[src/rtl/rv32i_types_pkg.sv]
// rv32i_types_pkg
// Architectural constants shared across the RV32I cores.
//   RESET_PC  : address of the first instruction fetched after reset
//   NOP_INSTR : canonical NOP (addi x0,x0,0), used for bubbles and faults
package rv32i_types_pkg;

  localparam logic [31:0] RESET_PC  = 32'h0000_0200;
  localparam logic [31:0] NOP_INSTR = 32'h0000_0013;

endpackage : rv32i_types_pkg

[src/rtl/stage3_types_pkg.sv]
// stage3_types_pkg
// Types shared by the stages of the 3-stage pipeline.
//   fetch_ex_t    : fetch->execute pipeline register {valid, pc, pc4, instr, mal_fetch}
//   fetch_state_t : fetch stage FSM state
//   FETCH_BUBBLE  : empty slot carrying a NOP
//   fault_slot()  : slot that reports a misaligned fetch target to execute
package stage3_types_pkg;

  import rv32i_types_pkg::*;

  typedef struct packed {
    logic        valid;
    logic [31:0] pc;
    logic [31:0] pc4;
    logic [31:0] instr;
    logic        mal_fetch;
  } fetch_ex_t;

  typedef enum logic [1:0] {
    FETCH      = 2'd0,
    FETCH_WAIT = 2'd1,
    DRAIN      = 2'd2,
    FAULT      = 2'd3
  } fetch_state_t;

  localparam fetch_ex_t FETCH_BUBBLE = '{
    valid:     1'b0,
    pc:        32'h0,
    pc4:       32'h0,
    instr:     NOP_INSTR,
    mal_fetch: 1'b0
  };

  function automatic fetch_ex_t fault_slot(input logic [31:0] target);
    fetch_ex_t slot;
    slot.valid     = 1'b1;
    slot.pc        = target;
    slot.pc4       = target + 32'd4;
    slot.instr     = NOP_INSTR;
    slot.mal_fetch = 1'b1;
    return slot;
  endfunction

endpackage : stage3_types_pkg

[src/rtl/stage3_fetch_stage.sv]
// stage3_fetch_stage
// Fetch stage of the 3-stage RV32I pipeline. Owns the PC, issues reads on the
// generic imem bus and registers each returned word into fetch_ex_reg.
// Handles execute back-pressure, redirects (with discard of a stale in-flight
// response) and misaligned redirect targets.
//   CLK, RST      : clock, synchronous active-high reset
//   imem_ren      : read request, imem_addr: word-aligned fetch address
//   imem_busy     : 0 = read completes this cycle with imem_rdata valid
//   ex_stall      : execute cannot take a new fetch_ex_reg this cycle
//   brj_en/addr   : one-cycle redirect pulse and its target
//   fetch_ex_reg  : pipeline register consumed by execute
module stage3_fetch_stage
  import rv32i_types_pkg::*;
  import stage3_types_pkg::*;
(
  input  logic        CLK,
  input  logic        RST,
  output logic        imem_ren,
  output logic [31:0] imem_addr,
  input  logic        imem_busy,
  input  logic [31:0] imem_rdata,
  input  logic        ex_stall,
  input  logic        brj_en,
  input  logic [31:0] brj_addr,
  output fetch_ex_t   fetch_ex_reg
);

  fetch_state_t state_q;
  fetch_state_t state_d;
  logic [31:0]  pc_q;
  logic [31:0]  req_addr_q;
  logic         in_flight_q;
  logic         fault_sent_q;
  logic         run_q;
  logic         out_free;
  logic         complete;
  logic         pending;

  assign out_free = !fetch_ex_reg.valid || !ex_stall;
  assign complete = imem_ren && !imem_busy;
  assign pending  = imem_ren && imem_busy;

  // State register
  always_ff @(posedge CLK) begin
    if (RST) state_q <= FETCH;
    else     state_q <= state_d;
  end

  // Next state. A redirect with a request still outstanding must drain it
  // first; DRAIN exits on the target alignment already loaded into pc_q.
  always_comb begin
    state_d = state_q;
    if (brj_en) begin
      if (pending)                     state_d = DRAIN;
      else if (brj_addr[1:0] != 2'b00) state_d = FAULT;
      else                             state_d = FETCH;
    end else begin
      case (state_q)
        FETCH:      if (complete && !out_free) state_d = FETCH_WAIT;
        FETCH_WAIT: if (imem_ren)              state_d = FETCH;
        DRAIN:      if (complete)              state_d = (pc_q[1:0] != 2'b00) ? FAULT : FETCH;
        default:    state_d = state_q;
      endcase
    end
  end

  // Bus outputs. Once a request is outstanding it is held regardless of
  // ex_stall; run_q keeps the bus quiet for the first cycle out of reset.
  always_comb begin
    imem_ren  = 1'b0;
    imem_addr = pc_q;
    case (state_q)
      FETCH: begin
        imem_ren  = in_flight_q || out_free;
        imem_addr = in_flight_q ? req_addr_q : pc_q;
      end
      FETCH_WAIT: imem_ren = out_free;
      DRAIN: begin
        imem_ren  = 1'b1;
        imem_addr = req_addr_q;
      end
      default: imem_ren = 1'b0;
    endcase
    if (RST || !run_q) imem_ren = 1'b0;
  end

  // PC, request tracking and the fetch->execute register. A response that
  // arrives while stalled is dropped and replayed later (reads are side-effect
  // free), so the PC only advances when a word is actually captured.
  always_ff @(posedge CLK) begin
    if (RST) begin
      pc_q         <= RESET_PC;
      req_addr_q   <= RESET_PC;
      in_flight_q  <= 1'b0;
      fault_sent_q <= 1'b0;
      run_q        <= 1'b0;
      fetch_ex_reg <= FETCH_BUBBLE;
    end else begin
      run_q       <= 1'b1;
      in_flight_q <= pending;
      if (imem_ren) req_addr_q <= imem_addr;
      if (brj_en) begin
        pc_q         <= brj_addr;
        fetch_ex_reg <= FETCH_BUBBLE;
        fault_sent_q <= 1'b0;
      end else begin
        case (state_q)
          FETCH, FETCH_WAIT: begin
            if (complete && out_free) begin
              fetch_ex_reg <= '{valid: 1'b1, pc: pc_q, pc4: pc_q + 32'd4,
                                instr: imem_rdata, mal_fetch: 1'b0};
              pc_q         <= pc_q + 32'd4;
            end else if (out_free) begin
              fetch_ex_reg.valid <= 1'b0;
            end
          end
          FAULT: begin
            if (out_free) begin
              if (!fault_sent_q) begin
                fetch_ex_reg <= fault_slot(pc_q);
                fault_sent_q <= 1'b1;
              end else begin
                fetch_ex_reg.valid <= 1'b0;
              end
            end
          end
          default: if (out_free) fetch_ex_reg.valid <= 1'b0;
        endcase
      end
    end
  end

endmodule : stage3_fetch_stage

[config.mk]
export PLATFORM = sky130hd
export DESIGN_NAME = stage3_fetch_stage
export DESIGN_NICKNAME = d
export VERILOG_FILES = /design/src/rtl/rv32i_types_pkg.sv /design/src/rtl/stage3_types_pkg.sv /design/src/rtl/stage3_fetch_stage.sv
export SDC_FILE = /design/constraint.sdc
export NUM_CORES = 1
export LEC_CHECK = 0
export CORE_ASPECT_RATIO = 0.7
export CORE_UTILIZATION = 52
export DETAILED_ROUTE_END_ITERATION = 8
export MAX_ROUTING_LAYER = met4
export PLACE_DENSITY = 0.92
export SLEW_MARGIN = 40
export SYNTH_ARGS = -nofsm -noshare
export SYNTH_HDL_FRONTEND = slang
export SYNTH_SLANG_ARGS = --single-unit
[constraint.sdc]
create_clock -name CLK -period 4.03 [get_ports CLK]
set_input_delay 1.209 -clock CLK [delete_from_list [all_inputs] [get_ports CLK]]
set_output_delay 1.209 -clock CLK [all_outputs]
set_load 0.005 [all_outputs]
## Word-level counts from Yosys, hierarchy flattened

Cells that the tools add are included.

| cells by class | value |
|---|---|
| reductions and logical operators | 25 |
| muxes and demuxes | 24 |
| equality and inequality tests | 9 |
| bitwise operators | 0 |
| shifts and indexed selects | 0 |
| magnitude comparators | 0 |
| $add $sub $neg | 1 |
| div/mod/pow operators | 0 |
| $mul | 0 |

Operators by type and width:

| cell | number |
|---|---|
| $mux 97 | 2 |
| $pmux 97 s2 | 1 |
| $mux 32 | 4 |
| $mux 98 | 1 |
| $pmux 32 s2 | 1 |
| $add 32x3->32 const B | 1 |
| $mux 2 | 7 |
| $reduce_bool 2->1 | 5 |
| $ne 3x3->1 const B | 3 |
| $reduce_and 4->1 | 2 |
| $ne 2x2->1 const B | 3 |
| $pmux 2 s3 | 1 |
| $logic_not 1->1 | 5 |
| $mux 1 | 5 |
| $eq 2x2->1 const B | 2 |
| $logic_and 1x1->1 | 4 |
| $reduce_and 2->1 | 2 |
| $reduce_bool 4->1 | 1 |
| $reduce_or 2->1 | 2 |
| $logic_or 1x1->1 | 3 |
| $pmux 1 s3 | 1 |
| $eq 2x1->1 const B | 1 |
| $logic_not 2->1 | 1 |
| $pmux 1 s2 | 1 |

| storage, ports and cells | value |
|---|---|
| memory bits (read-only) | 0 |
| output and inout bits | 131 |
| register bits | 167 |
| memories kept | 0 |
| bits of input ports | 69 |
| logic and storage cells | 70 |
| latch bits | 0 |
| memory bits (writable) | 0 |

## Longest topological paths before layout

Gate-level depths: netlist (run 1).

| logic depth | value |
|---|---|
| word-level depth | 10 |
| mapped depth | 11 |
| depth with buffers taken out | 7 |

## Worst setup path after synthesis (run 1)

Ideal clock, no wire load.

| timing | value |
|---|---|
| kind | input -> output |
| start point | input port RST |
| end point | output port imem_ren |
| path buffers | 3 |
| data arrival time | 2225 ps |
| data required time | 2821 ps |
| cell stages on the path | 5 |
| path slack | 596 ps |
| path through | buf_6 -> nor3b_1 -> o211a_1 -> clkbuf_1 -> buf_2 |

| between the ends | value |
|---|---|
| longest elaborated chain between the ends | 2 |

Ends and longest elaborated chain:

| item | RTL line | RTL |
|---|---|---|
| start, declared | stage3_fetch_stage.sv:17 | `input logic RST,` |
| $logic_or 1x1->1 | stage3_fetch_stage.sv:84 | `if (RST \|\| !run_q) imem_ren = 1'b0;` |
| $mux 1 | stage3_fetch_stage.sv:84 |  |
| end, declared | stage3_fetch_stage.sv:18 | `output logic imem_ren,` |

Every way passes these cells.

## Worst setup path in the final report (run 1)

| timing | value |
|---|---|
| start point | register state_q[0] |
| end point | output port imem_addr[17] |

| between the ends | value |
|---|---|
| longest elaborated chain between the ends | 2 |
| elaborated cells on any way between the ends | 3 |
| classes of those cells | eq/ne (1); mux (1); reduce/logical (1) |

Ends and longest elaborated chain:

| item | RTL line | RTL |
|---|---|---|
| start, declared | stage3_fetch_stage.sv:28 | `fetch_state_t state_q;` |
| start signal, assigned | stage3_fetch_stage.sv:46 | `else state_q <= state_d;` |
| $eq 2x2->1 / $logic_not 2->1 (equally long branches) | stage3_fetch_stage.sv:72 | `case (state_q)` |
| $pmux 32 s2 * | stage3_fetch_stage.sv:72 |  |
| end, declared | stage3_fetch_stage.sv:19 | `output logic [31:0] imem_addr,` |

Mark *: on every way between the ends. The rest lies on a longest branch, timed or not.

==> flow_metrics.py, run 1 <==
metrics = {
    "layout": {
        "diodes": 0,
        "final_util_pct": 73.7,
        "drive_gt1_share_pct": 7.02,
        "n_fill_cell": 974,
        "fin_area_um2": 9840,
        "largest_register_ffs": 96,
        "area_growth_pct": 35.7,
        "nNetsFinal": 1046,
        "stdcell_count": 1168,
    },
    "global_routing": {
        "grt_usage_pct": 31.6,
        "grt-ovfl-total": 0,
        "grt_pass1_wl_mm": 33.7,
        "grt_pass1_vias": 6443,
        "antenna_found_initial": 0,
        "grt_max_degree": 92,
    },
    "yosys": {
        "synth_seq_cells": 165,
        "yosysWarnings": 0,
        "yosysMostFrequentCell": "dfxtp_1",
        "synthArstFlopShare_pct": 0,
        "synth_common_cells": "dfxtp_1 (165), nand2_1 (99), nor2_1 (90), a22o_1 (61), a21oi_1 (55)",
        "ys_types": 61,
        "synth_edf_count": 0,
        "synth_nets": 892,
        "synth_top_cell_by_area": "dfxtp_1",
        "yosysSeqAreaShare_pct": 45.6,
        "syn_inst": 817,
        "avgSynthCellArea_um2": 8.87,
        "syn_area_um2": 7250,
        "synth_top_area_share_pct": 45.6,
        "synth_area_leaders": "dfxtp_1 (46%), a22o_1 (7.4%), nand2_1 (5.1%)",
        "synth-main-ff-cell": "dfxtp_1",
    },
    "die": {
        "initial_utilization_pct": 54.3,
        "core_area_um2": 13400,
        "die-area_um2": 14400,
        "rows": 35,
        "die_h_um": 101,
        "ios": 200,
        "dieWidth_um": 143,
    },
    "sta": {
        "setup_viol": 0,
        "setup-tns-final_ns": 0,
        "clock-skew-final_ns": 0.0136,
        "whs_ns": 0.455,
        "max_slew_margin_pct": 40.2,
        "setup_ws_ns": 0.192,
        "fmax_mhz": 261,
        "fin_crit_sh_pct": 95.2,
        "hold_viol": 0,
        "period_needed_ns": 3.84,
        "drv_slew": 0,
        "worst_slew_pin_slew_ns": 0.890,
        "rsz0062_at_grt": "no",
    },
    "clock_network": {
        "clock_latency_ns": 0.42,
        "htree_num_levels": 4,
        "cts_tree": "built",
        "cts_setup_buffers": 0,
        "cts_made_buffers": 17,
        "clk_pin_slew_ns": 0.06,
        "holdBufCountCts": 0,
        "cts_resized": 1,
        "cts_root_buf": "clkbuf_16",
        "cts_sinks": 165,
        "cts_max_path_buffers": 2,
    },
    "status": {
        "status": "finished clean",
    },
    "run": {
        "drv_cap": 0,
    },
    "setup_path": {
        "end_kind": "output port",
        "path_max_fanout": 20,
        "cp.required_ns": 2.82,
        "arrival_ns": 2.63,
        "crit_type": "flip-flop to output port",
        "cp-start-kind": "flip-flop",
    },
    "route": {
        "dr.pass1.iters": 7,
        "first_iter_violations": 643,
        "ant_nets": 0,
        "vias": 6902,
        "drt-total-wl_mm": 21.9,
        "post_drt_via_cell_ratio": 5.91,
        "drc_errors": 0,
        "wl_per_cell_um": 18.8,
    },
    "pwr": {
        "share_comb_of_total_power_pct": 14.7,
        "power_leakage_nw": 3.45,
        "p_clk_share_pct": 40.0,
        "p_per_area_nw_per_um2": 400,
        "peakVddDrop_mv": 0.321,
        "seqPwrFrac_pct": 45.3,
        "power_mw": 3.94,
        "p_sw_mw": 1.06,
        "intPower_mw": 2.88,
        "switching_share_pct": 26.9,
    },
    "placement": {
        "port_buffers": 199,
        "dp.cells": 1137,
        "pre_cts_slack_ns": 0.272,
        "placed_area_um2": 9260,
        "gp_congestion": 0.942,
        "dp_hpwl_mm": 14.9,
    },
    "hold_path": {
        "hp-class": "flip-flop to flip-flop",
    },
}
final timing paths:
kind	from	end	slack [ns]	cells past startpoint
max	state_q[0]$_SDFFE_PP0P_	imem_addr[17]	0.19	7
max reg2reg	pc_q[2]$_SDFFE_PP0P_	pc_q[30]$_SDFFE_PP0P_	1.27	6
min	fetch_ex_reg[82]$_SDFFE_PP0P_	fetch_ex_reg[82]$_SDFFE_PP0P_	0.45	2
min reg2reg	fetch_ex_reg[82]$_SDFFE_PP0P_	fetch_ex_reg[82]$_SDFFE_PP0P_	0.45	2
worst max-delay path, cell delays in order, from the launching register on:
cell             delay [ns]
dfxtp_1                0.43
inv_1                  0.13
ha_2                   0.27
and2_1                 0.18
a21oi_2                0.19
buf_6                  0.23
a22o_1                 0.23
clkdlybuf4s50_1        0.53
final cells by class:
class / instances / area [um2] / share of cell area, %
multi-input combinational: 563 / 3570 / 36.3
clock buffer: 19 / 453 / 4.60
tap: 185 / 231 / 2.35
inverter: 9 / 33.8 / 0.343
sequential: 165 / 3300 / 33.6
clock inverter: 12 / 118 / 1.20
timing repair buffer: 215 / 2120 / 21.6
power by group through the flow:
stage,clock [mW],sequential [mW],combinational [mW]
2_1_floorplan,0,1.77,0.332
3_3_place_gp,0,1.81,0.553
3_5_place_dp,0,1.81,0.567
4_1_cts,1.59,1.78,0.575
5_1_grt,1.66,1.79,0.623
6_report,1.57,1.78,0.578
kinds of logic after synthesis:
| group | share of synthesized area (%) |
|---|---|
| xor gates and xnor gates | 5.56 |
| adders and majority gates | 1.04 |
| DFF | 45.6 |
| AOI/OAI and AO/OA | 19.4 |
| and+or+nand+nor | 17.7 |
| muxes | 5.33 |
| buffers and inverters | 5.47 |
cells in the final DEF, fill, tap and decap left out, drive strengths merged, types with 2 or more instances in the layout:
cell type | Yosys | routed
clkdlybuf4s50 | 0 | 198
dfxtp | 165 | 165
nand2 | 99 | 99
nor2 | 91 | 91
a22o | 61 | 61
a21oi | 55 | 55
mux2i | 36 | 36
a211oi | 29 | 29
o21ai | 26 | 26
xnor2 | 25 | 25
xor2 | 21 | 21
clkbuf | 52 | 19
nand3 | 18 | 18
buf | 28 | 17
nor3 | 15 | 15
nand4 | 14 | 14
inv | 9 | 14
nor4 | 10 | 10
ha | 6 | 6
and2 | 5 | 5
and3 | 4 | 4
nor2b | 4 | 4
or3 | 3 | 3
o22a | 3 | 3
and4 | 3 | 3
a221oi | 3 | 3
a311oi | 3 | 3
clkinvlp | 0 | 3
clkinv | 0 | 3
o2bb2ai | 2 | 2
a32oi | 2 | 2
o211a | 2 | 2
mux2 | 2 | 2
routing by layer:
metal | part of all wire (%) | global-route usage (%) | up-vias
li1 | - | - | 3195
met1 | 41 | 39.6 | 3239
met2 | 45 | 49.4 | 404
met3 | 11 | 7.98 | 64
met4 | 2.4 | 10.9 | 0
met5 | 0 | - | -
Power figures use the tool's default switching activity.
==> run 2: changes to the inputs <==
--- a/config.mk
+++ b/config.mk
@@ -5,11 +5,13 @@
 export SDC_FILE = /design/constraint.sdc
 export NUM_CORES = 1
 export LEC_CHECK = 0
+export CELL_PAD_IN_SITES_DETAIL_PLACEMENT = 1
+export CELL_PAD_IN_SITES_GLOBAL_PLACEMENT = 1
 export CORE_ASPECT_RATIO = 0.7
-export CORE_UTILIZATION = 52
+export CORE_UTILIZATION = 38
 export DETAILED_ROUTE_END_ITERATION = 8
 export MAX_ROUTING_LAYER = met4
-export PLACE_DENSITY = 0.92
+export PLACE_DENSITY = 0.91
 export SLEW_MARGIN = 40
 export SYNTH_ARGS = -nofsm -noshare
 export SYNTH_HDL_FRONTEND = slang
==> run 2 against run 1 <==
  * Sequential share of layout area decreased by 0.59 points
  * Core utilization decreased by 19 points
  * Via count increased by 0.88%
  * Maximum frequency decreased by 1.1%
  * Highest routed layer unchanged
==> flow_metrics.py, run 2 (synthesis results as in run 1) <==
metrics = {
    "status": {
        "status": "finished clean",
    },
    "die": {
        "dieWidth_um": 167,
        "initial_utilization_pct": 39.5,
        "ios": 200,
        "rows": 41,
        "die_h_um": 118,
        "core_area_um2": 18400,
        "die-area_um2": 19600,
    },
    "route": {
        "ant_nets": 0,
        "drt-total-wl_mm": 25.7,
        "first_iter_violations": 659,
        "wl_per_cell_um": 20.9,
        "drc_errors": 0,
        "dr.pass1.iters": 5,
        "post_drt_via_cell_ratio": 5.68,
        "vias": 6963,
    },
    "layout": {
        "largest_register_ffs": 96,
        "drive_gt1_share_pct": 7.47,
        "final_common_cell": "clkdlybuf4s50_1",
        "seq_area_um2": 3300,
        "diodes": 0,
        "multi_input_area_um2": 3580,
        "layout_common_cells": "clkdlybuf4s50_1 (198), dfxtp_1 (164), nand2_1 (98)",
        "n_fill_cell": 2079,
        "nNetsFinal": 1053,
        "area_growth_pct": 38.1,
    },
    "global_routing": {
        "grt.busiest_layer": "met2",
        "grt-ovfl-total": 0,
        "grt_usage_pct": 27.1,
        "met1_usage_pct": 34.6,
        "grt_max_degree": 63,
        "grt_pass1_vias": 7142,
        "met3_usage_pct": 6.15,
        "antenna_found_initial": 0,
        "grt_pass1_wl_mm": 40.4,
        "grtUsageMet2_pct": 42.3,
    },
    "pwr": {
        "p_per_area_nw_per_um2": 408,
        "power_leakage_nw": 3.53,
        "peakVddDrop_mv": 0.213,
    },
    "hold_path": {
        "hold_start": "fetch_ex_reg[79]$_SDFFE_PP0P_",
        "hold_path_depth": 2,
        "hp-class": "flip-flop to flip-flop",
    },
    "run": {
        "drv_cap": 0,
    },
    "setup_path": {
        "crit_family": "buffers and inverters",
        "rr_startpoint": "state_q[0]$_SDFFE_PP0P_",
        "cp.required_ns": 2.82,
        "end_kind": "output port",
        "arrival_ns": 2.67,
        "cpMaxStageDelayCell": "clkdlybuf4s50_1",
        "crit_type": "flip-flop to output port",
        "r2r_cells": 8,
        "worst-path-stages": 7,
        "worstPathCellList": "inv_1, ha_1, and2_1, a21oi_2, buf_4, a22o_1, clkdlybuf4s50_1",
        "path_max_fanout": 19,
        "crit_start": "state_q[0]$_SDFFE_PP0P_",
        "cp-start-kind": "flip-flop",
        "critPathMaxStageDelay_ns": 0.52,
        "crit_buf_inv": 3,
    },
    "sta": {
        "setup_ws_ns": 0.147,
        "clock-skew-final_ns": 0.0105,
        "fmax_mhz": 258,
        "period_needed_ns": 3.88,
        "whs_ns": 0.463,
        "max_slew_margin_pct": 49.8,
        "setup_viol": 0,
        "rsz0062_at_grt": "no",
        "drv_slew": 0,
        "fin_crit_sh_pct": 96.4,
        "setup-tns-final_ns": 0,
        "hold_viol": 0,
        "worst_slew_pin_slew_ns": 0.747,
    },
    "clock_network": {
        "cts_resized": 0,
        "cts_made_buffers": 17,
        "clock_latency_ns": 0.43,
        "cts_setup_buffers": 0,
        "cts_sinks": 165,
        "cts_max_path_buffers": 2,
        "htree_num_levels": 4,
        "clk_pin_slew_ns": 0.06,
        "cts_root_buf": "clkbuf_16",
        "cts_tree": "built",
        "holdBufCountCts": 0,
    },
    "placement": {
        "dp_hpwl_mm": 18.1,
        "pre_cts_slack_ns": 0.261,
        "gp_congestion": 0.931,
        "port_buffers": 199,
    },
}
[run 2: cell count changes in the layout (fill, tap and decap cells not counted), sizes merged]
cell,before,now
buf,17,24
bufinv,1,3
clkbuf,19,20
clkinv,3,6
clkinvlp,3,1
inv,14,10
[run 2: worst reg2reg max path, stage by stage, from the launching register on]
cell and delay (ns):
dfxtp_1 0.35, inv_1 0.14, ha_1 0.39, a21o_1 0.23, buf_12 0.22, o211a_2 0.27
buf_4 0.51, nand2_1 0.26, a311oi_1 0.32
[run 2: where the power goes]
part           switching (mW)  internal [mW]  leakage (nW)
registers              0.0844           1.70          1.34
logic                   0.318          0.300          1.89
clock network           0.679           1.01         0.296
total                    1.08           3.01          3.53
[run 2: final cells by class]
class	count	area share, %
well taps	236	2.95
repair buffers	222	21.9
inverters	9	0.337
multi-input cells	563	35.7
flip-flops and latches	165	33.0
clock inverters	11	1.51
clock buffers	20	4.56
[run 2: per-layer routing]
layer  share of wire [%]  wire, um
met1                  45     11600
met2                  46     11700
met3                 7.0      1790
met4                 2.3       596
met5                   0         0
[run 2: per-stage QoR]
step | instance area, um2 | utilization (%) | cells | power, mW
2_1_floorplan | 7250 | - | 817 | 2.10
3_3_place_gp | 9400 | 51.2 | 1195 | 2.40
3_5_place_dp | 9400 | 51.2 | 1195 | 2.42
4_1_cts | 10000 | 54.5 | 1226 | 4.11
5_1_grt | 10000 | 54.5 | 1226 | 4.23
6_report | 10000 | 54.5 | 1226 | 4.09
[run 2: worst paths after layout]
path,to,slack (ns)
worst min register to register,fetch_ex_reg[79]$_SDFFE_PP0P_,0.46
worst max register to register,state_q[1]$_SDFFE_PP0P_,1.24
worst max-delay path,imem_addr[15],0.15
worst min-delay path,fetch_ex_reg[79]$_SDFFE_PP0P_,0.46
==> run 3: changes to the inputs <==
--- a/config.mk
+++ b/config.mk
@@ -5,13 +5,14 @@
 export SDC_FILE = /design/constraint.sdc
 export NUM_CORES = 1
 export LEC_CHECK = 0
+export ABC_CLOCK_PERIOD_IN_PS = 3600
 export CELL_PAD_IN_SITES_DETAIL_PLACEMENT = 1
 export CELL_PAD_IN_SITES_GLOBAL_PLACEMENT = 1
 export CORE_ASPECT_RATIO = 0.7
-export CORE_UTILIZATION = 38
+export CORE_UTILIZATION = 36
 export DETAILED_ROUTE_END_ITERATION = 8
 export MAX_ROUTING_LAYER = met4
-export PLACE_DENSITY = 0.91
+export PLACE_DENSITY = 0.87
 export SLEW_MARGIN = 40
 export SYNTH_ARGS = -nofsm -noshare
 export SYNTH_HDL_FRONTEND = slang
==> constraint.sdc (replaced) <==
create_clock -name CLK -period 3.6 [get_ports CLK]
set_input_delay 1.08 -clock CLK [delete_from_list [all_inputs] [get_ports CLK]]
set_output_delay 1.08 -clock CLK [all_outputs]
set_load 0.005 [all_outputs]
==> run 3 against run 2 <==
  * First-iteration DRC count fell by 21%
  * Core utilization decreased by 2.8 points
  * Flip-flop and latch count unchanged
  * Total power is 12% higher
  * Via count is 0.47% lower
  * Die area up 5.5%
  * Critical endpoint is now imem_addr[14]
  * Highest routed layer unchanged
  * Cell area is 2.0% higher
  * Wire length rose by 0.40%
  * Register-to-register slack lost 0.34 ns
  * Sequential power increased by 12%
==> flow_metrics.py, run 3 (synthesis results as in run 1) <==
metrics = {
    "layout": {
        "drive_gt1_share_pct": 8.71,
        "area_growth_pct": 40.9,
        "multi_input_area_um2": 3610,
        "nNetsFinal": 1061,
        "largest_register_ffs": 96,
        "layout_common_cells": "clkdlybuf4s50_1 (198), dfxtp_1 (164), nand2_1 (98)",
        "seq_area_um2": 3310,
        "n_fill_cell": 2249,
        "final_common_cell": "clkdlybuf4s50_1",
        "fin_area_um2": 10200,
        "final_util_pct": 51.7,
    },
    "setup_path": {
        "worstPathCellList": "inv_1, ha_4, and2_1, a21oi_4, buf_12, buf_8, a22o_1, clkdlybuf4s50_1",
        "crit_end": "imem_addr[14]",
        "crit_buf_inv": 4,
        "rrSetupSlack_ns": 0.90,
        "end_kind": "output port",
        "crit_family": "buffers and inverters",
        "arrival_ns": 2.41,
        "cp-start-kind": "flip-flop",
        "reg2reg_to": "pc_q[31]$_SDFFE_PP0P_",
        "path_max_fanout": 10,
        "crit_type": "flip-flop to output port",
        "crit_start": "state_q[1]$_SDFFE_PP0P_",
        "rr_startpoint": "pc_q[9]$_SDFFE_PP1P_",
        "r2r_cells": 5,
        "cpMaxStageDelayCell": "clkdlybuf4s50_1",
        "critPathMaxStageDelay_ns": 0.54,
        "worst-path-stages": 8,
        "cp.required_ns": 2.52,
    },
    "clock_network": {
        "clock_latency_ns": 0.43,
        "clk_pin_slew_ns": 0.06,
        "holdBufCountCts": 0,
        "cts_sinks": 165,
        "cts_made_buffers": 17,
        "cts_max_path_buffers": 2,
        "htree_num_levels": 4,
        "cts_root_buf": "clkbuf_16",
        "cts_tree": "built",
    },
    "sta": {
        "fin_crit_sh_pct": 97.0,
        "setup_viol": 0,
        "worst_slew_pin_slew_ns": 0.725,
        "max_slew_margin_pct": 51.3,
        "whs_ns": 0.456,
        "hold_viol": 0,
        "fmax_mhz": 286,
        "rsz0062_at_grt": "no",
        "drv_slew": 0,
        "clock-skew-final_ns": 0.0110,
        "period_needed_ns": 3.49,
        "setup-tns-final_ns": 0,
    },
    "hold_path": {
        "hp-class": "flip-flop to flip-flop",
        "hold_start": "fetch_ex_reg[70]$_SDFFE_PP0P_",
    },
    "run": {
        "drv_cap": 0,
    },
    "route": {
        "wl_per_cell_um": 20.3,
        "dr.pass1.iters": 5,
        "drt-total-wl_mm": 25.8,
        "post_drt_via_cell_ratio": 5.46,
        "first_iter_violations": 519,
        "ant_nets": 0,
        "drc_errors": 0,
        "vias": 6930,
    },
    "placement": {
        "dp_hpwl_mm": 17.8,
        "port_buffers": 199,
        "gp_congestion": 0.911,
        "placed_area_um2": 9490,
    },
    "die": {
        "die_h_um": 121,
        "ios": 200,
        "core_area_um2": 19700,
        "rows": 43,
        "dieWidth_um": 172,
        "initial_utilization_pct": 36.7,
        "die-area_um2": 20700,
    },
    "global_routing": {
        "grt_max_degree": 49,
        "grt_usage_pct": 25.7,
        "grt-ovfl-total": 0,
        "grt_pass1_wl_mm": 39.3,
        "antenna_found_initial": 1,
        "grt_pass1_vias": 6908,
    },
    "pwr": {
        "intPower_mw": 3.37,
        "p_sw_mw": 1.21,
        "share_comb_of_total_power_pct": 15.8,
        "power_mw": 4.58,
        "seqPwrFrac_pct": 43.6,
        "switching_share_pct": 26.4,
        "p_per_area_nw_per_um2": 448,
        "p_clk_share_pct": 40.6,
        "peakVddDrop_mv": 0.276,
        "power_leakage_nw": 3.59,
    },
    "status": {
        "status": "finished clean",
    },
}
==> run 3: cell count changes in the layout (fill, tap and decap cells not counted), moves of 2 or more <==
cell      before  now
clkinv_2       2    4
buf_12         3    6
a22o_1        61   59
ha_1           6    4
a22o_4         0    2
buf_8          0    2
clkinv_4       4    1
clkbuf_8       2    5
==> run 3: worst reg2reg max path: stages, from the launching register on <==
cell and delay, ns:
dfxtp_1 0.63, nand3_1 0.44, nor4_2 0.75, nand4_1 0.25, xor2_1 0.37, o22ai_1 0.13
==> run 3: how the worst min path moves through the flow <==
| stage | endpoint | slack [ns] | cells past startpoint |
|---|---|---|---|
| after detailed placement | fetch_ex_reg[83]$_SDFFE_PP0P_ | 0.45 | 2 |
| final | fetch_ex_reg[70]$_SDFFE_PP0P_ | 0.46 | 2 |
| after global placement | fetch_ex_reg[86]$_SDFFE_PP0P_ | 0.45 | 2 |
| after floorplan | req_addr_q[9]$_SDFFE_PP1N_ | 0.44 | 2 |
| after CTS | fetch_ex_reg[83]$_SDFFE_PP0P_ | 0.46 | 2 |
| after global routing | fetch_ex_reg[70]$_SDFFE_PP0P_ | 0.48 | 2 |
==> run 3: what timing repair did <==
item,in CTS,in global routing
setup endpoints to repair,32,33
resized for setup,6,9
buffers inserted,0,1
hold endpoints to repair,0,0
pin swaps,0,0
gates cloned,1,2
==> run 3: area by class of cell <==
class	count	share of cell area, %
Sequential cell	165	32.4
Inverter	9	0.331
Clock buffer	24	4.91
Clock inverter	8	0.943
Antenna cell	1	0.0245
Multi-Input combinational cell	563	35.3
Tap cell	270	3.31
Timing Repair Buffer	230	22.8
==> run 3: power by group through the flow <==
| stage | Clock [mW] | Sequential [mW] | Combinational, mW |
|---|---|---|---|
| 2_1_floorplan | 0 | 1.98 | 0.371 |
| 3_3_place_gp | 0 | 2.03 | 0.663 |
| 3_5_place_dp | 0 | 2.03 | 0.680 |
| 4_1_cts | 1.90 | 1.99 | 0.696 |
| 5_1_grt | 1.97 | 2.00 | 0.774 |
| 6_report | 1.86 | 2.00 | 0.725 |
==> run 3: stage by stage <==
stage | cells | setup WS [ns]
2_1_floorplan | 817 | 0.424
3_3_place_gp | 1233 | 0.123
3_5_place_dp | 1233 | 0.122
4_1_cts | 1266 | 0.00565
5_1_grt | 1270 | 0.0204
6_report | 1270 | 0.108
==> run 3: layer usage <==
metal  GRT usage, %  share of wire, %
met1           33.9                46
met2           39.1                46
met3           6.35               6.4
met4           6.70               2.0
met5              -                 0
